===== config.mk =====
export PLATFORM = sky130hd
export DESIGN_NAME = apb_master_bridge
export DESIGN_NICKNAME = d
export VERILOG_FILES = /design/src/rtl/apb_master_bridge.sv
export SDC_FILE = /design/constraint.sdc
export NUM_CORES = 1
export LEC_CHECK = 0
export ABC_AREA = 0
export BUFFER_PORTS_ARGS = -buffer_cell sky130_fd_sc_hd__buf_4
export CAP_MARGIN = 20
export CORE_UTILIZATION = 49
export CTS_CLUSTER_SIZE = 28
export DETAILED_ROUTE_END_ITERATION = 8
export PLACE_DENSITY = 0.8
export SLEW_MARGIN = 0
export SYNTH_ARGS = -nofsm -noshare
export SYNTH_HDL_FRONTEND = slang
export SYNTH_SLANG_ARGS = --single-unit

===== constraint.sdc =====
create_clock -name HCLK -period 3.75 [get_ports HCLK]
set_input_delay 0.1875 -clock HCLK [delete_from_list [all_inputs] [get_ports HCLK]]
set_output_delay 0.1875 -clock HCLK [all_outputs]
set_load 0.05 [all_outputs]

===== src/rtl/apb_master_bridge.sv =====
// Single-outstanding APB3 initiator: turns a req/gnt core request into SETUP/ACCESS
// transfers and returns a one-cycle response, with a PREADY-stall watchdog.
module apb_master_bridge #(
   parameter int unsigned APB_ADDR_WIDTH = 12,
   parameter int unsigned TIMEOUT_CYCLES = 256,
   parameter int unsigned CNT_WIDTH      = 16
) (
   input  logic                      HCLK,
   input  logic                      HRESET,
   input  logic                      req_i,
   input  logic [APB_ADDR_WIDTH-1:0] req_addr_i,
   input  logic                      req_we_i,
   input  logic [31:0]               req_wdata_i,
   output logic                      gnt_o,
   output logic                      rvalid_o,
   output logic [31:0]               rdata_o,
   output logic                      err_o,
   output logic                      timeout_o,
   output logic [APB_ADDR_WIDTH-1:0] PADDR,
   output logic [31:0]               PWDATA,
   output logic                      PWRITE,
   output logic                      PSEL,
   output logic                      PENABLE,
   input  logic [31:0]               PRDATA,
   input  logic                      PREADY,
   input  logic                      PSLVERR
);

   localparam logic [1:0] StIdle   = 2'd0;
   localparam logic [1:0] StSetup  = 2'd1;
   localparam logic [1:0] StAccess = 2'd2;

   localparam logic                 WdEn    = (TIMEOUT_CYCLES != 0);
   // Wraps harmlessly when the watchdog is disabled; WdEn masks it.
   localparam logic [CNT_WIDTH-1:0] CntLast = CNT_WIDTH'(TIMEOUT_CYCLES - 1);

   logic [1:0]                state_q, state_d;
   logic [APB_ADDR_WIDTH-1:0] paddr_q, paddr_d;
   logic [31:0]               pwdata_q, pwdata_d;
   logic                      pwrite_q, pwrite_d;
   logic [CNT_WIDTH-1:0]      cnt_q, cnt_d;
   logic                      rvalid_q, rvalid_d;
   logic [31:0]               rdata_q, rdata_d;
   logic                      err_q, err_d;
   logic                      timeout_q, timeout_d;

   always_comb begin
      state_d   = state_q;
      paddr_d   = paddr_q;
      pwdata_d  = pwdata_q;
      pwrite_d  = pwrite_q;
      cnt_d     = cnt_q;
      rvalid_d  = 1'b0;
      rdata_d   = rdata_q;
      err_d     = err_q;
      timeout_d = timeout_q;
      case (state_q)
         StIdle: begin
            if (req_i) begin
               paddr_d  = req_addr_i;
               pwdata_d = req_wdata_i;
               pwrite_d = req_we_i;
               state_d  = StSetup;
            end
         end
         StSetup: begin
            cnt_d   = '0;
            state_d = StAccess;
         end
         StAccess: begin
            // A ready slave wins over a watchdog expiring in the same cycle.
            if (PREADY) begin
               rvalid_d = 1'b1;
               rdata_d  = pwrite_q ? 32'h0 : PRDATA;
               err_d    = PSLVERR;
               state_d  = StIdle;
            end else if (WdEn && (cnt_q == CntLast)) begin
               rvalid_d  = 1'b1;
               rdata_d   = 32'h0;
               err_d     = 1'b1;
               timeout_d = 1'b1;
               state_d   = StIdle;
            end else begin
               cnt_d = cnt_q + 1'b1;
            end
         end
         default: state_d = StIdle;
      endcase
   end

   always_ff @(posedge HCLK or posedge HRESET) begin
      if (HRESET) begin
         state_q   <= StIdle;
         paddr_q   <= '0;
         pwdata_q  <= '0;
         pwrite_q  <= 1'b0;
         cnt_q     <= '0;
         rvalid_q  <= 1'b0;
         rdata_q   <= '0;
         err_q     <= 1'b0;
         timeout_q <= 1'b0;
      end else begin
         state_q   <= state_d;
         paddr_q   <= paddr_d;
         pwdata_q  <= pwdata_d;
         pwrite_q  <= pwrite_d;
         cnt_q     <= cnt_d;
         rvalid_q  <= rvalid_d;
         rdata_q   <= rdata_d;
         err_q     <= err_d;
         timeout_q <= timeout_d;
      end
   end

   // PSEL/PENABLE decode only registered state, so reset drops them asynchronously.
   assign gnt_o     = (state_q == StIdle) & req_i;
   assign PSEL      = (state_q == StSetup) | (state_q == StAccess);
   assign PENABLE   = (state_q == StAccess);
   assign PADDR     = paddr_q;
   assign PWDATA    = pwdata_q;
   assign PWRITE    = pwrite_q;
   assign rvalid_o  = rvalid_q;
   assign rdata_o   = rdata_q;
   assign err_o     = err_q;
   assign timeout_o = timeout_q;

endmodule


# Word level (Yosys, flattened, before mapping)

Index checks and enable logic that the tools add are counted.

ROM bits: 0
Flip-flop bits (word level): 98
Word-level logic and storage cells: 43
Input bits: 82
Output and inout port bits: 83
RAM bits: 0
Latch bits: 0
Memories kept: 0

Multiply operators: 0
Bitwise operators: 3
Equal/unequal tests: 7
Order comparisons: 0
Multiplexer cells: 15
Div/mod/pow operators: 0
Reduce and logical (&&, ||, !) cells: 8
Shift-type cells: 0
Add/sub/neg operators: 1

Operators with widths:

| kind                  | number |
|---|---|
| $mux 32               | 3 |
| $mux 16               | 2 |
| $pmux 16 s2           | 1 |
| $add 16x1->16 const B | 1 |
| $eq 16x8->1 const B   | 1 |
| $mux 2                | 3 |
| $ne 2x2->1 const B    | 3 |
| $pmux 2 s3            | 1 |
| $reduce_and 2->1      | 3 |
| $reduce_and 3->1      | 2 |
| $mux 1                | 5 |
| $reduce_bool 2->1     | 2 |
| $ne 3x1->1 const B    | 1 |
| $eq 2x1->1 const B    | 1 |
| $eq 2x2->1 const B    | 1 |
| $logic_not 2->1       | 1 |
| $and 1x1->1           | 1 |
| $not 1->1             | 1 |
| $or 1x1->1            | 1 |

# Longest topological paths before layout

Word-level depth: 4
Depth in mapped cells: 8
Depth with buffers taken out: 6

# Worst setup path before layout

No wires, ideal clock.

Kind: register -> register
From: register state_q[0]
To: register rdata_q[10] (netlist: rdata_o[10])
Clock period less this slack: 2.161 ns
Buffers on the path: 1
Setup time: 0.067 ns
Data required time: 3.683 ns
Data arrival time: 2.094 ns
Slack: 1.589 ns
Cell stages (with the launch flop): 7
Cell sequence: dfrtp_1 > inv_1 > ha_1 > inv_1 > nor3_1 > clkbuf_1 > a22o_1

Longest elaborated chain between the ends: 2

RTL lines:

| element                           | line | text |
|---|---|---|
| start, declared                   | 37   | `logic [1:0] state_q, state_d;` |
| start signal, assigned            | 93   | `state_q <= StIdle;` |
| start signal, assigned            | 103  | `state_q <= state_d;` |
| $eq 2x2->1                        | --   |  |
| via PENABLE                       | 23   | `output logic PENABLE,` |
| $reduce_and 2->1 (no source line) | --   |  |
| end signal, assigned              | 109  | `rdata_q <= rdata_d;` |
| end, declared                     | 43   | `logic [31:0] rdata_q, rdata_d;` |

The timed path passes the listed nets, and every way through them passes these cells.
A chain may end at the register's enable or synchronous reset.

# Worst setup path in the final report

From: register state_q[0]
To: output port gnt_o

Longest elaborated chain between the ends: 2

RTL lines:

| element         | line | text |
|---|---|---|
| $logic_not 2->1 | 116  | `assign gnt_o = (state_q == StIdle) & req_i;` |
| $and 1x1->1     | 116  |  |
| end, declared   | 14   | `output logic gnt_o,` |

No other way between the ends.

==> flow_results.xml <==
<?xml version="1.0" encoding="UTF-8"?>
<metrics>
  <group name="run_status">
    <metric name="run_status" unit="">finished, violations left</metric>
    <metric name="violations" unit="">hold timing</metric>
  </group>
  <group name="drt">
    <metric name="detail_route.wl_per_cell" unit="um">16.75</metric>
    <metric name="drt-vias-per-instance" unit="">5.446</metric>
    <metric name="route.antenna.remaining_nets" unit="">0</metric>
    <metric name="remaining_drc_errors" unit="">0</metric>
    <metric name="drt_wl_total" unit="um">10150</metric>
    <metric name="route.vias.total" unit="">3300</metric>
    <metric name="initialDrtViolationCount" unit="">197</metric>
    <metric name="drt_pass1_iterations" unit="">4</metric>
  </group>
  <group name="worst_setup_path">
    <metric name="path_class" unit="">flip-flop to primary output</metric>
    <metric name="crit_required" unit="ns">3.56</metric>
    <metric name="critPathCaptureType" unit="">primary output</metric>
    <metric name="worst_case_register_to_register_setup_slack" unit="ns">1.50</metric>
    <metric name="critical-path-max-stage-delay" unit="ns">0.76</metric>
    <metric name="critical_path.startpoint_type" unit="">flip-flop</metric>
    <metric name="worstPathCellList" unit="">inv_1 -&gt; ha_1 -&gt; nand2_2 -&gt; inv_1 -&gt; buf_4</metric>
    <metric name="worst_path_most_repeated_cell" unit="">sky130_fd_sc_hd__inv_1</metric>
    <metric name="slowest_stage" unit="">sky130_fd_sc_hd__nand2_2</metric>
    <metric name="path_max_fanout" unit="">46</metric>
    <metric name="cp.arrival" unit="ns">2.18</metric>
  </group>
  <group name="pwr">
    <metric name="total_switching_power" unit="mW">2.789</metric>
    <metric name="static-leakage-power" unit="nW">2.813</metric>
    <metric name="p_comb_share" unit="%">56.9</metric>
    <metric name="power_report.internal_total" unit="mW">2.870</metric>
    <metric name="ir_worst_vdd" unit="mV">0.6701</metric>
    <metric name="share_seq_of_total_power" unit="%">30.7</metric>
    <metric name="report.power.total" unit="mW">5.659</metric>
    <metric name="power.density_cell_area" unit="nW/um2">985.8</metric>
    <metric name="clock_power_share" unit="%">12.4</metric>
    <metric name="power.share.switching" unit="%">49.28</metric>
  </group>
  <group name="die">
    <metric name="core_area" unit="um2">8299</metric>
    <metric name="starting_utilization_of_the_core_area" unit="%">51.11</metric>
    <metric name="chip_height" unit="um">95.04</metric>
    <metric name="top_ports" unit="">165</metric>
    <metric name="placementRows" unit="">33</metric>
    <metric name="die_area" unit="um2">9033</metric>
    <metric name="die_width" unit="um">95.04</metric>
  </group>
  <group name="synth">
    <metric name="synth.yosys.seq_area_share" unit="%">57.82</metric>
    <metric name="synthDominantAreaCellType" unit="">sky130_fd_sc_hd__dfrtp_1</metric>
    <metric name="mean_instance_size_in_the_synthesized_netlist" unit="um2">12.59</metric>
    <metric name="synth_top_area_share" unit="%">57.82</metric>
    <metric name="syn-num-nets" unit="">424</metric>
    <metric name="edff_count_synth" unit="">0</metric>
    <metric name="syn_inst" unit="">337</metric>
    <metric name="synthesis.yosys.warnings" unit="">0</metric>
    <metric name="top_ff_cell_synth" unit="">sky130_fd_sc_hd__dfrtp_1</metric>
    <metric name="synthDistinctLibCells" unit="">50</metric>
    <metric name="netlist_area" unit="um2">4242</metric>
    <metric name="synthArstFlopShare" unit="%">100.0</metric>
    <metric name="synth_area_leaders" unit="">sky130_fd_sc_hd__dfrtp_1 (58%), sky130_fd_sc_hd__mux2_2 (13%), sky130_fd_sc_hd__a22o_1 (5.0%)</metric>
    <metric name="synth-seq-cells" unit="">98</metric>
  </group>
  <group name="clocking">
    <metric name="clk_root_buffer_cell" unit="">sky130_fd_sc_hd__clkbuf_8</metric>
    <metric name="cts_buffers" unit="">9</metric>
    <metric name="clk_latency" unit="ns">0.36</metric>
    <metric name="cts_resized" unit="">0</metric>
    <metric name="ctsHoldBuffers" unit="">0</metric>
    <metric name="cts_tree" unit="">done</metric>
    <metric name="reg_clk_slew_reported_paths" unit="ns">0.09</metric>
    <metric name="max-clock-path-buffers" unit="">2</metric>
    <metric name="cts_sink_cnt" unit="">98</metric>
    <metric name="cts.htree.levels" unit="">3</metric>
    <metric name="post_cts_setup_buffer_count" unit="">0</metric>
  </group>
  <group name="finish">
    <metric name="design.final.nets" unit="">583</metric>
    <metric name="filler_cell_count" unit="">622</metric>
    <metric name="share_of_layout_cells_above_drive_strength_1" unit="%">48.30</metric>
    <metric name="fin_util" unit="%">69.17</metric>
    <metric name="area.growth.synth_to_final" unit="%">35.34</metric>
    <metric name="antennaDiodeCount" unit="">0</metric>
  </group>
  <group name="placed_design">
    <metric name="post-dp-hpwl" unit="um">7293</metric>
    <metric name="port-buffer-count" unit="">164</metric>
    <metric name="setup_slack_at_placement" unit="ns">1.522</metric>
    <metric name="gpl.final_weighted_congestion" unit="">0.8567</metric>
  </group>
  <group name="timing">
    <metric name="layout_worst_path_cycle_share" unit="%">63.02</metric>
    <metric name="final.setup.tns" unit="ns">0</metric>
    <metric name="setup_viol" unit="">0</metric>
    <metric name="timing.slew.headroom" unit="%">29.92</metric>
    <metric name="timing_worst_slew_pin_value" unit="ns">1.048</metric>
    <metric name="layout_min_cycle_time" unit="ns">2.363</metric>
    <metric name="grt_setup_unrepaired" unit="">no</metric>
    <metric name="timing_hold_violations_final" unit="">16</metric>
    <metric name="slew_viol_final" unit="">0</metric>
    <metric name="final_critical_path_setup_slack" unit="ns">1.387</metric>
    <metric name="worst_clock_skew" unit="ns">0.01039</metric>
    <metric name="maxClockFrequency" unit="GHz">0.4232</metric>
    <metric name="hold-worst-slack" unit="ns">-0.007891</metric>
  </group>
  <group name="run">
    <metric name="drv_cap" unit="">0</metric>
  </group>
  <group name="global_route">
    <metric name="antenna_violations_before_repair" unit="">0</metric>
    <metric name="grt_max_degree" unit="">68</metric>
    <metric name="globalRouteTotalUtil" unit="%">22.88</metric>
    <metric name="grt_pass1_vias" unit="">3234</metric>
    <metric name="grt_overflow_total" unit="">0</metric>
    <metric name="grt_pass1_wl" unit="um">15790</metric>
  </group>
  <group name="worst_hold_path">
    <metric name="timing.hold.worst.class" unit="">primary input to async pin</metric>
  </group>
</metrics>
-- kinds of logic after synthesis --
group / after synthesis / share of synthesized area [%]
buffers and inverters: 41 / 4.307
AND/OR/NAND/NOR: 81 / 12.15
AO/OA/AOI/OAI: 63 / 11.27
adder cells (fa/ha/maj): 5 / 1.475
flip-flops: 98 / 57.82
multiplexers: 49 / 12.98
-- cells in the final DEF, fill, tap and decap left out, types with 2 or more instances in the layout --
cell and instances:
sky130_fd_sc_hd__buf_4 167, sky130_fd_sc_hd__dfrtp_1 98, sky130_fd_sc_hd__mux2_2 48, sky130_fd_sc_hd__a22o_1 24, sky130_fd_sc_hd__inv_1 19, sky130_fd_sc_hd__nand3_1 13
sky130_fd_sc_hd__nand4b_1 12, sky130_fd_sc_hd__o21ai_1 11, sky130_fd_sc_hd__nand2_1 11, sky130_fd_sc_hd__clkbuf_8 10, sky130_fd_sc_hd__nor2_1 8, sky130_fd_sc_hd__o21ai_0 6
sky130_fd_sc_hd__nor3_1 5, sky130_fd_sc_hd__nor4_1 5, sky130_fd_sc_hd__ha_1 5, sky130_fd_sc_hd__a21oi_1 4, sky130_fd_sc_hd__or3_1 4, sky130_fd_sc_hd__o311ai_0 4
sky130_fd_sc_hd__nand4_1 4, sky130_fd_sc_hd__nand2b_1 3, sky130_fd_sc_hd__nor3_2 2, sky130_fd_sc_hd__nand4_2 2, sky130_fd_sc_hd__a211o_1 2, sky130_fd_sc_hd__or4_1 2
sky130_fd_sc_hd__clkinvlp_4 2
-- power groups by stage --
stage                     clock network (mW)  logic, mW  registers, mW
final                                  0.702       3.22           1.74
after CTS                              0.715       3.24           1.74
after floorplan                            0      0.835           3.15
after global routing                   0.750       3.36           1.79
after detailed placement                   0       3.24           1.75
after global placement                     0       3.19           1.73
-- layout make-up --
cell class	count	area (um2)	share of cell area, %
inverters	22	85.08	1.482
clock buffers	11	141.4	2.463
repair buffers	167	1254	21.84
well taps	105	131.4	2.289
multi-input cells	198	1614	28.12
clock inverters	5	62.56	1.090
flip-flops and latches	98	2452	42.72
-- metal layers --
layer	share of wire [%]	vias up	track usage, %
met4	1.1	0	6.439
met2	50	130	37.11
li1	-	1546	-
met1	40	1612	28.71
met3	8.6	12	8.533
met5	0	-	0
-- Yosys cell counts (all sizes together), types with 2 or more instances --
library cell,number
a211o,2
a21oi,4
a22o,24
and4,3
buf,6
clkbuf,13
dfrtp,98
ha,5
inv,21
mux2,48
nand2,12
nand2b,3
nand3,13
nand4,6
nand4b,12
nor2,8
nor3,7
nor4,6
o21ai,18
o311ai,4
or3,4
or4,2
-- worst max-delay path, delay by kind of cell, from the launching register on --
kind                       cells  cell delay [ns]
and+or+nand+nor                1             0.76
buffers and inverters          3             0.42
DFF                            1             0.39
adders and majority gates      1             0.23
-- sequential cells by signal, indices dropped and copies added, names as in the netlist --
register / flops
PWRITE: 1
state_q: 2
timeout_o: 1
rdata_o: 32
err_o: 1
rvalid_o: 1
cnt_q: 16
PADDR: 12
PWDATA: 32
-- worst paths after layout --
path                                to  startpoint  cells after the start
max                              gnt_o  state_q[0]                      5
max in group asynchronous    PWDATA[3]      HRESET                      3
max reg2reg                      err_o    cnt_q[0]                      6
min reg2reg                  timeout_o   timeout_o                      1
min                           PADDR[5]      HRESET                      2
min in group HCLK          rdata_o[16]  PRDATA[16]                      2
-- through the flow --
step / instances / instance area, um2
after floorplan: 337 / 4242
after global placement: 590 / 5537
after detailed placement: 590 / 5537
after CTS: 606 / 5741
after global routing: 606 / 5741
final: 606 / 5741
No activity file was read; power rests on OpenSTA's default activity.
